[config.mk]
export PLATFORM = sky130hd
export DESIGN_NAME = hdmi_stream_arbiter_flat
export DESIGN_NICKNAME = d
export VERILOG_FILES = /design/src/rtl/hdmi_stream_arbiter_if.sv /design/src/rtl/hdmi_stream_arbiter.sv /design/src/flat_wrapper.sv
export SDC_FILE = /design/constraint.sdc
export NUM_CORES = 1
export LEC_CHECK = 0
export ABC_AREA = 0
export CORE_ASPECT_RATIO = 0.5
export CORE_MARGIN = 8
export CORE_UTILIZATION = 42
export DETAILED_ROUTE_END_ITERATION = 7
export GPL_TIMING_DRIVEN = 0
export PLACE_DENSITY_LB_ADDON = 0.05
export SETUP_SLACK_MARGIN = 0.1
export SLEW_MARGIN = 20
export SYNTH_ARGS = -nofsm -noshare
export SYNTH_HDL_FRONTEND = slang
export SYNTH_SLANG_ARGS = --single-unit
[constraint.sdc]
create_clock -name i_clk_pixel -period 2 [get_ports i_clk_pixel]
set_input_delay 0.3 -clock i_clk_pixel [delete_from_list [all_inputs] [get_ports i_clk_pixel]]
set_output_delay 0.3 -clock i_clk_pixel [all_outputs]
set_load 0.02 [all_outputs]
[src/rtl/hdmi_stream_arbiter_if.sv]
// Pixel stream bundle: data/valid/ready plus sof/eol framing.
// master drives the beat, slave returns ready.
interface hdmi_stream_arbiter_if #(
  parameter int DW = 24
) ();
  logic [DW-1:0] data;
  logic          valid;
  logic          ready;
  logic          sof;
  logic          eol;

  modport master (
    output data, valid, sof, eol,
    input  ready
  );

  modport slave (
    input  data, valid, sof, eol,
    output ready
  );
endinterface

[src/rtl/hdmi_stream_arbiter.sv]
// Frame-granular two-source arbiter in front of the HDMI wrapper.
// Grants one full frame at a time and checks frame geometry.
module hdmi_stream_arbiter #(
  parameter int DW       = 24,
  parameter int H_ACTIVE = 640,
  parameter int V_ACTIVE = 480,
  parameter int TIMEOUT  = 1024
) (
  input  logic                 i_clk_pixel,
  input  logic                 i_rstn,
  hdmi_stream_arbiter_if.slave  s0,
  hdmi_stream_arbiter_if.slave  s1,
  hdmi_stream_arbiter_if.master sink,
  output logic                 o_owner,
  output logic                 o_busy,
  output logic [15:0]          o_frame_cnt,
  output logic [2:0]           o_err,
  input  logic                 i_err_clr
);

  localparam int XW = (H_ACTIVE > 1) ? $clog2(H_ACTIVE) : 1;
  localparam int YW = (V_ACTIVE > 1) ? $clog2(V_ACTIVE) : 1;
  localparam int SW = $clog2(TIMEOUT + 1);

  typedef enum logic {IDLE, GRANT} state_t;

  state_t        state;
  logic          owner;
  logic          last_owner;
  logic [XW-1:0] x;
  logic [YW-1:0] y;
  logic [SW-1:0] stall;
  logic [15:0]   frame_cnt;
  logic [2:0]    err;

  logic          req0, req1, pick;
  logic          grant;
  logic          own_valid, own_sof, own_eol;
  logic [DW-1:0] own_data;
  logic          acc, restart, line_end;
  logic          frame_end, tmo;
  logic [2:0]    err_set;

  assign req0  = s0.valid & s0.sof;
  assign req1  = s1.valid & s1.sof;
  assign pick  = (req0 & req1) ? ~last_owner : req1;
  assign grant = (state == GRANT);

  assign own_valid = owner ? s1.valid : s0.valid;
  assign own_sof   = owner ? s1.sof   : s0.sof;
  assign own_eol   = owner ? s1.eol   : s0.eol;
  assign own_data  = owner ? s1.data  : s0.data;

  always_comb begin
    sink.valid = 1'b0;
    sink.sof   = 1'b0;
    sink.eol   = 1'b0;
    sink.data  = '0;
    s0.ready   = 1'b0;
    s1.ready   = 1'b0;
    if (i_rstn) begin
      unique case (state)
        IDLE: begin
          s0.ready = s0.valid & ~s0.sof;
          s1.ready = s1.valid & ~s1.sof;
        end
        GRANT: begin
          sink.valid = own_valid;
          sink.sof   = own_sof;
          sink.eol   = own_eol;
          sink.data  = own_data;
          s0.ready   = ~owner & sink.ready;
          s1.ready   = owner & sink.ready;
        end
        default: ;
      endcase
    end
  end

  assign acc       = grant & own_valid & sink.ready;
  assign restart   = acc & own_sof & ((x != '0) | (y != '0));
  assign line_end  = acc & own_eol & ~restart;
  assign frame_end = line_end & (y == YW'(V_ACTIVE - 1));
  assign tmo       = grant & ~own_valid & (stall == SW'(TIMEOUT - 1));

  assign err_set = {tmo, restart,
                    line_end & (x != XW'(H_ACTIVE - 1))};

  always_ff @(posedge i_clk_pixel) begin
    if (!i_rstn) begin
      state      <= IDLE;
      owner      <= 1'b0;
      last_owner <= 1'b1;
      x          <= '0;
      y          <= '0;
      stall      <= '0;
      frame_cnt  <= '0;
      err        <= '0;
    end else begin
      err <= (i_err_clr ? 3'b000 : err) | err_set;
      unique case (state)
        IDLE: begin
          if (req0 | req1) begin
            state <= GRANT;
            owner <= pick;
            x     <= '0;
            y     <= '0;
            stall <= '0;
          end
        end
        GRANT: begin
          if (!own_valid) begin
            if (tmo) begin
              state      <= IDLE;
              last_owner <= owner;
            end else begin
              stall <= stall + SW'(1);
            end
          end else begin
            stall <= '0;
          end
          // a stray sof restarts the frame at its own pixel
          if (restart) begin
            x <= own_eol ? XW'(0) : XW'(1);
            y <= '0;
          end else if (line_end) begin
            x <= '0;
            if (frame_end) begin
              frame_cnt  <= frame_cnt + 16'd1;
              last_owner <= owner;
              state      <= IDLE;
            end else begin
              y <= y + YW'(1);
            end
          end else if (acc) begin
            x <= x + XW'(1);
          end
        end
        default: state <= IDLE;
      endcase
    end
  end

  assign o_owner     = owner;
  assign o_busy      = grant;
  assign o_frame_cnt = frame_cnt;
  assign o_err       = err;

endmodule

[src/flat_wrapper.sv]
// flat-port wrapper written by rule: the top's interface ports become plain ports
module hdmi_stream_arbiter_flat 
#(
  parameter int DW       = 24,
  parameter int H_ACTIVE = 640,
  parameter int V_ACTIVE = 480,
  parameter int TIMEOUT  = 1024
)
  (i_clk_pixel, i_rstn, o_owner, o_busy, o_frame_cnt, o_err, i_err_clr, s0_data, s0_valid, s0_sof, s0_eol, s0_ready, s1_data, s1_valid, s1_sof, s1_eol, s1_ready, sink_data, sink_valid, sink_sof, sink_eol, sink_ready);
  hdmi_stream_arbiter_if #(.DW(DW)) s0_i ();
  hdmi_stream_arbiter_if #(.DW(DW)) s1_i ();
  hdmi_stream_arbiter_if #(.DW(DW)) sink_i ();
  input  logic i_clk_pixel;
  input  logic i_rstn;
  output logic o_owner;
  output logic o_busy;
  output logic [15:0] o_frame_cnt;
  output logic [2:0] o_err;
  input  logic i_err_clr;
  input wire logic [$bits(s0_i.data)-1:0] s0_data;
  input wire logic [$bits(s0_i.valid)-1:0] s0_valid;
  input wire logic [$bits(s0_i.sof)-1:0] s0_sof;
  input wire logic [$bits(s0_i.eol)-1:0] s0_eol;
  output wire logic [$bits(s0_i.ready)-1:0] s0_ready;
  input wire logic [$bits(s1_i.data)-1:0] s1_data;
  input wire logic [$bits(s1_i.valid)-1:0] s1_valid;
  input wire logic [$bits(s1_i.sof)-1:0] s1_sof;
  input wire logic [$bits(s1_i.eol)-1:0] s1_eol;
  output wire logic [$bits(s1_i.ready)-1:0] s1_ready;
  output wire logic [$bits(sink_i.data)-1:0] sink_data;
  output wire logic [$bits(sink_i.valid)-1:0] sink_valid;
  output wire logic [$bits(sink_i.sof)-1:0] sink_sof;
  output wire logic [$bits(sink_i.eol)-1:0] sink_eol;
  input wire logic [$bits(sink_i.ready)-1:0] sink_ready;
  assign s0_i.data = s0_data;
  assign s0_i.valid = s0_valid;
  assign s0_i.sof = s0_sof;
  assign s0_i.eol = s0_eol;
  assign s0_ready = s0_i.ready;
  assign s1_i.data = s1_data;
  assign s1_i.valid = s1_valid;
  assign s1_i.sof = s1_sof;
  assign s1_i.eol = s1_eol;
  assign s1_ready = s1_i.ready;
  assign sink_data = sink_i.data;
  assign sink_valid = sink_i.valid;
  assign sink_sof = sink_i.sof;
  assign sink_eol = sink_i.eol;
  assign sink_i.ready = sink_ready;
  hdmi_stream_arbiter #(.DW(DW), .H_ACTIVE(H_ACTIVE), .V_ACTIVE(V_ACTIVE), .TIMEOUT(TIMEOUT)) u_core (.i_clk_pixel(i_clk_pixel), .i_rstn(i_rstn), .s0(s0_i), .s1(s1_i), .sink(sink_i), .o_owner(o_owner), .o_busy(o_busy), .o_frame_cnt(o_frame_cnt), .o_err(o_err), .i_err_clr(i_err_clr));
endmodule
# [Word level (Yosys, flattened, before mapping)]
# Index checks and enable logic that the tools add are counted.
# W data, S select, Z words.
[word_totals] rom_bits=0 output_inout_bits=50 memories=0 ramBits=0 wordCells=99 ff_bits=52 latchBits=0
[classes] div=0 n_mux=45 eq_ne=8 multipliers=0 addsub=4 bitwise=27 order_cmp=0 n_shift=0 reduce_logical=7
[ops] op="$mux W24" n=3
[ops] op="$mux W10" n=4
[ops] op="$mux W9" n=4
[ops] op="$mux W11" n=3
[ops] op="$mux W1" n=24
[ops] op="$pmux W11 S2" n=1
[ops] op="$pmux W10 S2" n=1
[ops] op="$pmux W9 S2" n=1
[ops] op="$and A1 B1 Y1" n=17
[ops] op="$add A16 B1 Y16 const B" n=1
[ops] op="$add A11 B1 Y11 const B" n=1
[ops] op="$eq A11 B10 Y1 const B" n=1
[ops] op="$add A10 B1 Y10 const B" n=1
[ops] op="$ne A10 B10 Y1 const B" n=1
[ops] op="$reduce_bool A10 Y1" n=1
[ops] op="$add A9 B1 Y9 const B" n=1
[ops] op="$eq A9 B9 Y1 const B" n=1
[ops] op="$ne A3 B3 Y1 const B" n=3
[ops] op="$reduce_bool A9 Y1" n=1
[ops] op="$not A1 Y1" n=7
[ops] op="$pmux W1 S2" n=3
[ops] op="$reduce_and A2 Y1" n=3
[ops] op="$ne A4 B4 Y1 const B" n=1
[ops] op="$reduce_and A4 Y1" n=1
[ops] op="other kinds (5)" n=6

# [Logic depth before layout (Yosys ltp)]
# Gate-level depths: netlist (run 1).
[depth] ltp_word=12 depth_mapped=9 depth_no_buf=7

# [Least setup slack after synthesis (run 1)]
# OpenSTA, ideal clock, no wires.
[synth_path] path_type="flip-flop to output port" startpoint="register u_core.owner, in the netlist u_core.o_owner" endpoint="output s1_ready" arrival_time_ns=1.845 t_required_ns=1.700 path_stages_with_launch=6 path_buffers=3 setup_slack_ns=-0.145 path_cell_list="dfxtp_1 buf_4 clkbuf_1 buf_1 a31oi_1 nor2_1"
[synth_via] elab_chain_len=3
[synth_rtl] item="start, declared" line_no="hdmi_stream_arbiter.sv:28" source="logic owner;"
[synth_rtl] item="start signal, assigned" line_no="hdmi_stream_arbiter.sv:105" source="owner <= pick;"
[synth_rtl] item="$and A1 B1 Y1" line_no="hdmi_stream_arbiter.sv:73" source="s1.ready = owner & sink.ready;"
[synth_rtl] item="$pmux W1 S2" line_no="hdmi_stream_arbiter.sv:62" source="unique case (state)"
[synth_rtl] item="$mux W1" line_no="hdmi_stream_arbiter.sv:61" source="if (i_rstn) begin"
[synth_rtl] item="end, declared" line_no="flat_wrapper.sv:29" source="output wire logic [$bits(s1_i.ready)-1:0] s1_ready;"
# Every way passes these cells.

# [Worst setup path in the final report (run 1)]
[layout_path] startpoint="register u_core.y[0]" endpoint="register u_core.y[5]"
[layout_via] elab_chain_len=8 word_cells_on_any_way=15 classes_between="1 x add/sub; 3 x eq/ne; 4 x mux; 5 x bitwise; 2 x reduce/logical"
[layout_rtl] item="start, declared" line_no="hdmi_stream_arbiter.sv:31" source="logic [YW-1:0] y;"
[layout_rtl] item="start signal, assigned" line_no="hdmi_stream_arbiter.sv:133" source="y <= y + YW'(1);"
[layout_rtl] item="parallel branches: the longest is 8 deep, another holds $add A9 B1 Y9"
# Several ways; the timed one is not identified. The select of a mux whose other input is x is not followed.
# A chain may end at the register's enable or synchronous reset.

==> run_results.csv, run 1 <==
group,metric,value,unit
floorplan,dieWidth,142,µm
clocking,cts_tree,"done",
synth,synth-adder-area-share,2.24,%
run_status,status,"finished with violations",
placement,io_buffers,106,
timing,post-route-min-period,2.16,ns
power,p_per_area,460,mW/mm²
placement,dp_hpwl,8360,µm
floorplan,die-area,0.0113,mm²
flow_run,drv_cap,0,
setup_path,required,2.19,ns
synth,synth.distinct_cells,58,
synth,synth_xor_area_share,3.39,%
routing,drt_first_pass_iters,5,
clocking,root_buffer,"clkbuf_16",
timing,setup_viol,25,
cells_and_area,num_antenna_cells,0,
cells_and_area,area.growth.synth_to_final,74.6,%
cells_and_area,fin_area,0.00586,mm²
setup_path,crit_path_end_kind,"register",
setup_path,arrival,2.35,ns
placement,dpl_cell_area,0.00464,mm²
clocking,clkSlewWorstSetupHoldPaths,0.07,ns
setup_path,path_max_fanout,4,
global_routing,grt-ovfl-total,0,
setup_path,path_depth,9,
synth,syn_area,0.00336,mm²
global_routing,grt_pass1_vias,3707,
timing,layout_setup_ws,-0.162,ns
floorplan,die_h,79.2,µm
power,worst_ir_drop_vdd,0.336,mV
timing,slew_violations,0,
setup_path,cp_cell_sequence,"buf_6, ha_4, nand4_1, nor4_4, buf_4, o22a_4, buf_6, a21oi_2, a221oi_2",
clocking,cts_sinks,52,
clocking,cts.htree.levels,2,
routing,first_iter_violations,264,
floorplan,initial_utilization,42.6,%
synth,synthFlopType,"dfxtp_1",
clocking,clkLatencyLatePin,0.30,ns
clocking,cts_buffer_depth,2,
routing,via_count,3913,
synth,postSynthAreaPerCell,8.37,µm²
timing,rsz0062_at_grt,"true",
setup_path,path_delay_family,"compound AO/OA/AOI/OAI gates",
setup_path,max_stage_delay,0.37,ns
setup_path,path_class,"reg -> reg",
synth,synth.area.mux_share,10.4,%
power,finalPower,2700,µW
run_status,failed_checks,"negative setup slack",
floorplan,ios,108,
setup_path,r2r_cells,9,
timing,tightest_slew,0.899,ns
cells_and_area,drive_gt1_share,36.9,%
synth,synth-compound-area-share,22.2,%
timing,min_period_over_period,108,%
global_routing,grt.total_usage,21.2,%
timing,fmax,463,MHz
placement,gp_congestion,0.812,
min_path,hold_path_class,"in -> reg",
timing,hold_viol_final,0,
cells_and_area,nets,627,
timing,fin_worst_skew,0.00557,ns
timing,slew_headroom,40.1,%
synth,async_flop_share,0,%
setup_path,crit_top_cell,"buf_6",
global_routing,antenna_found_initial,0,
timing,fin_hold_ws,0.407,ns
min_path,hold_depth,3,
synth,synth-edff-count,0,
global_routing,grt_max_degree,16,
floorplan,rows,23,
floorplan,core,0.00789,mm²
synth,synth_top_family_by_area,"simple AND/OR/NAND/NOR gates",
routing,ant_nets,0,
synth,synthSimpleGateAreaFrac,25.1,%
setup_path,critPathSlowestCell,"dfxtp_4",
power,leakage,0.00211,µW
routing,routed_wl,13600,µm
routing,drcViolationCount,0,
clocking,numCtsBuffers,5,
routing,routed_via_density,5.79,
synth,ys_seq_area_share,31.0,%
setup_path,cp.buffers_inverters,3,
global_routing,grt_pass1_wl,19300,µm
setup_path,cp-start-kind,"register",
synth,yosysWarnings,0,
synth,ys_ff_latch,52,
synth,synthCells,401,
synth,syn-num-nets,465,
routing,avgRoutedWirePerCell,20.1,µm
[layout make-up]
class                   instances  area, µm²
well taps                     112        140
inverters                      15       61.3
plain buffers                  27        335
clock inverters                 1       7.51
fillers                       573       2030
flip-flops and latches         52       1060
multi-input cells             307       2740
repair buffers                155       1380
clock buffers                   7        143
[cells in the mapped netlist (5+ instances only)]
cell,n,share of area [%]
a21oi_1,23,3.4
and3_1,7,1.3
buf_2,9,1.3
clkbuf_1,13,1.5
dfxtp_1,52,31
ha_1,6,2.2
inv_1,14,1.6
mux2i_1,35,10
nand2_1,18,2.0
nand2b_1,14,2.6
nand3_1,18,2.7
nand4_1,12,2.2
nor2_1,47,5.3
nor3_1,12,1.8
o211ai_1,16,3.6
o21ai_0,9,1.3
o311ai_0,9,2.3
o31ai_1,5,1.1
o41ai_1,9,2.3
or4_1,7,1.6
xor2_1,10,2.6
[cell families after synthesis]
group / after synthesis
flip-flops: 52
AO/OA/AOI/OAI: 96
AND/OR/NAND/NOR: 157
multiplexers: 35
buffers and inverters: 42
adder cells (fa/ha/maj): 6
XOR/XNOR: 13
[report_power, final]
part / switching (µW) / internal [µW] / total (µW) / leakage, µW
logic: 367 / 368 / 734 / 0.00161
clock network: 409 / 500 / 909 / 0.0000701
registers: 9.97 / 1040 / 1050 / 0.000423
[worst reg2reg max path: stages, from the launching register on]
cell and delay (ns):
dfxtp_4 0.37, buf_6 0.10, ha_4 0.13, nand4_1 0.16, nor4_4 0.37, buf_4 0.20, o22a_4 0.19, buf_6 0.12
a21oi_2 0.07, a221oi_2 0.34
[worst paths after layout]
check | slack (ns) | startpoint | to
worst max-delay path | -0.16 | u_core.y[0] | u_core.y[5]
worst min-delay path | 0.41 | i_rstn | u_core.o_frame_cnt[15]
worst max register to register | -0.16 | u_core.y[0] | u_core.y[5]
worst min register to register | 0.48 | u_core.stall[10] | u_core.stall[10]
[sequential cells by signal, summed over array words and instances (netlist names)]
register / count
u_core.stall: 11
u_core.o_owner: 1
u_core.o_busy: 1
u_core.last_owner: 1
u_core.o_err: 3
u_core.o_frame_cnt: 16
u_core.x: 10
u_core.y: 9
[cells in the final DEF, fill, tap and decap left out, types with 9 or more instances in the layout]
cell type        Yosys  layout
clkdlybuf4s50_1      0      72
dfxtp_1             52      46
buf_4                1      39
mux2i_1             35      28
nor2_1              47      26
buf_2                9      21
nor2_2               0      21
nand3_1             18      18
o211ai_1            16      16
buf_6                2      15
nand2_1             18      15
a21oi_1             23      14
nand2b_1            14      13
inv_1               14      12
nand4_1             12      12
xor2_1              10      10
a21oi_2              0       9
nor3_1              12       9
[per-layer routing]
| metal | up-vias | global-route usage, % | part of all wire (%) |
|---|---|---|---|
| li1 | 1838 | - | - |
| met1 | 1865 | 25.2 | 39 |
| met2 | 181 | 37.1 | 51 |
| met3 | 29 | 6.82 | 8.2 |
| met4 | 0 | 4.10 | 2.1 |
| met5 | - | 0 | 0 |
[metrics by stage]
stage,instances,TNS (ns),utilization [%],worst slack [ns]
after CTS,647,-0.0478,67.2,-0.0166
after global routing,676,-4.93,74.3,-0.239
after detailed placement,619,-48.07,58.9,-1.13
after global placement,619,-47.09,58.9,-1.10
after floorplan,401,0,-,0.0893
final,676,-1.94,74.3,-0.162
[timing repair]
action	4_1_cts	5_1_grt
gates cloned	1	2
resized for setup	200	83
setup endpoints to repair	73	45
pin swaps	25	26
hold buffers	0	0
buffers inserted	19	27
Power figures use the tool's default switching activity.
==> inputs of run 2 (changes only) <==
--- a/config.mk
+++ b/config.mk
@@ -7,5 +7,5 @@
 export LEC_CHECK = 0
 export ABC_AREA = 0
-export CORE_ASPECT_RATIO = 0.5
+export CORE_ASPECT_RATIO = 1.75
 export CORE_MARGIN = 8
 export CORE_UTILIZATION = 42
@@ -14,5 +14,5 @@
 export PLACE_DENSITY_LB_ADDON = 0.05
 export SETUP_SLACK_MARGIN = 0.1
-export SLEW_MARGIN = 20
+export SLEW_MARGIN = 25
 export SYNTH_ARGS = -nofsm -noshare
 export SYNTH_HDL_FRONTEND = slang
==> constraint.sdc (replaced) <==
create_clock -name i_clk_pixel -period 2 [get_ports i_clk_pixel]
set_input_delay 0.2 -clock i_clk_pixel [delete_from_list [all_inputs] [get_ports i_clk_pixel]]
set_output_delay 0.2 -clock i_clk_pixel [all_outputs]
set_load 0.02 [all_outputs]
==> run 2 against run 1 <==
Against the previous run: cell count decreased by 7.1%; core utilization decreased by 6.1 points; the run now ends clean; critical endpoint is now u_core.o_frame_cnt[9]; largest power group unchanged; clock power increased by 2%; largest cell class unchanged.
==> run_results.csv, run 2 (synthesized netlist as in run 1, its figures left out) <==
group,metric,value,unit
global_routing,grt_max_degree,17,
run_status,status,"finished, final reports clean",
clocking,cts_buffer_depth,2,
routing,routed_via_density,5.87,
clocking,cts.htree.levels,2,
clocking,ctsHoldBuffers,0,
timing,tightest_slew,0.922,ns
clocking,cts_tree,"done",
cells_and_area,drive_gt1_share,25.7,%
floorplan,ios,108,
power,finalPower,2570,µW
timing,slew_violations,0,
power,power.internal,1860,µW
floorplan,die_h,134,µm
setup_path,path_max_fanout,3,
power,swShare,27.4,%
timing,min_period_over_period,99.4,%
cells_and_area,num_antenna_cells,0,
routing,drt_first_pass_iters,4,
power,worst_ir_drop_vdd,0.420,mV
routing,routed_wl,12000,µm
global_routing,grt_busiest_layer,"met2",
setup_path,r2r_cells,7,
placement,gp_congestion,0.896,
routing,first_iter_violations,161,
power,combPwrFrac,22.8,%
floorplan,die-area,0.0112,mm²
cells_and_area,area.growth.synth_to_final,59.7,%
global_routing,grt-ovfl-total,0,
cells_and_area,final_cell_mix,"72 x clkdlybuf4s50_1, 47 x nor2_1, 46 x dfxtp_1",
routing,drcViolationCount,0,
timing,fin_worst_skew,0.00519,ns
global_routing,grt_pass1_wl,19300,µm
timing,slew_headroom,38.5,%
timing,hold_viol_final,0,
clocking,clkLatencyLatePin,0.29,ns
setup_path,crit_path_end_kind,"register",
floorplan,dieWidth,83.6,µm
setup_path,required,2.22,ns
routing,avgRoutedWirePerCell,19.1,µm
routing,via_count,3688,
timing,rsz0062_at_grt,"true",
power,leakage,0.00193,µW
timing,fin_hold_ws,0.338,ns
cells_and_area,mostFrequentLayoutCell,"clkdlybuf4s50_1",
clocking,numCtsBuffers,5,
flow_run,drv_cap,0,
routing,ant_nets,0,
clocking,root_buffer,"clkbuf_16",
clocking,clkSlewWorstSetupHoldPaths,0.07,ns
setup_path,arrival,2.21,ns
global_routing,antenna_found_initial,0,
placement,io_buffers,106,
global_routing,grt.total_usage,20.6,%
timing,fmax,503,MHz
cells_and_area,largest_reg_flops,16,
floorplan,initial_utilization,42.7,%
cells_and_area,fin_area,0.00536,mm²
placement,dpl_cell_area,0.00455,mm²
setup_path,cp-start-kind,"register",
min_path,hold_path_class,"in -> reg",
global_routing,grt_pass1_vias,3707,
global_routing,met1_usage,21.5,%
power,netSwitchingPower,705,µW
cells_and_area,nets,601,
floorplan,rows,43,
clocking,cts_sinks,52,
placement,dp_hpwl,8740,µm
power,p_per_area,479,mW/mm²
power,power.share.sequential,41.1,%
timing,setup_viol,0,
cells_and_area,fillers,646,
setup_path,path_class,"reg -> reg",
min_path,hold_depth,3,
floorplan,core,0.00786,mm²
power,clock_power_share,36.0,%
global_routing,grt_use_met2,40.2,%
timing,post-route-min-period,1.99,ns
global_routing,use_met3,3.10,%
-- run 2: changes by cell type in the layout (fill, tap and decap cells not counted), sizes merged --
cell,previous run,this run
clkinv,0,1
dlygate4sd2,8,12
o21ai,11,12
buf,87,58
clkbuf,22,18
clkdlybuf4s15,0,1
-- run 2: area by class of cell --
class,count,area [µm²],area share (%)
Multi-Input combinational cell,308,2530,47.3
Timing Repair Buffer,129,1170,21.8
Sequential cell,52,1060,19.7
Buffer,26,264,4.93
Clock buffer,6,150,2.80
Tap cell,90,113,2.10
Inverter,15,61.3,1.14
Clock inverter,2,12.5,0.233
-- run 2: worst paths after layout --
kind	start	to	slack (ns)
worst max-delay path	u_core.y[0]	u_core.o_frame_cnt[9]	0.01
worst min-delay path	i_rstn	u_core.o_frame_cnt[4]	0.34
worst max register to register	u_core.y[0]	u_core.o_frame_cnt[9]	0.01
worst min register to register	u_core.o_err[2]	u_core.o_err[2]	0.48
-- run 2: critical path, cell delays in order, from the launching register on --
cell,delay (ns)
dfxtp_4,0.38
ha_4,0.15
nand4_1,0.19
nor4_4,0.25
nand2_2,0.16
buf_6,0.15
or4_4,0.50
a21oi_2,0.14
-- run 2: repair_timing --
item	in CTS	in global routing
pin swaps	21	20
setup endpoints to repair	72	62
resized for setup	179	57
setup buffers	14	7
cloned	1	2
-- run 2: power groups by stage --
stage                     Combinational, µW  Clock, µW  Sequential, µW
final                                   587        925            1060
after global routing                    627        989            1060
after CTS                               565        947            1060
after detailed placement                496          0            1080
after global placement                  492          0            1080
after floorplan                         253          0            1080
-- run 2: per-stage QoR --
stage | setup TNS (ns) | instances | utilization, % | setup slack [ns]
2_1_floorplan | 0 | 401 | - | 0.0609
3_3_place_gp | -33.61 | 597 | 57.9 | -0.811
3_5_place_dp | -35.36 | 597 | 57.9 | -0.833
4_1_cts | -0.157 | 619 | 66.7 | -0.0352
5_1_grt | -0.633 | 628 | 68.2 | -0.0860
6_report | 0 | 628 | 68.2 | 0.0122
-- run 2: per-layer routing --
layer | routed length (µm) | share of wire (%) | vias up
met5 | 0 | 0 | -
met4 | 295 | 2.5 | 0
met3 | 361 | 3.0 | 21
met2 | 6890 | 57 | 74
met1 | 4480 | 37 | 1812
li1 | - | - | 1781
==> inputs of run 3 (changes only) <==
Settings changed: SLEW_MARGIN 25 to 5.
==> results of run 3 <==
Same layout as run 2: the final DEF is identical, and so are final timing and power.
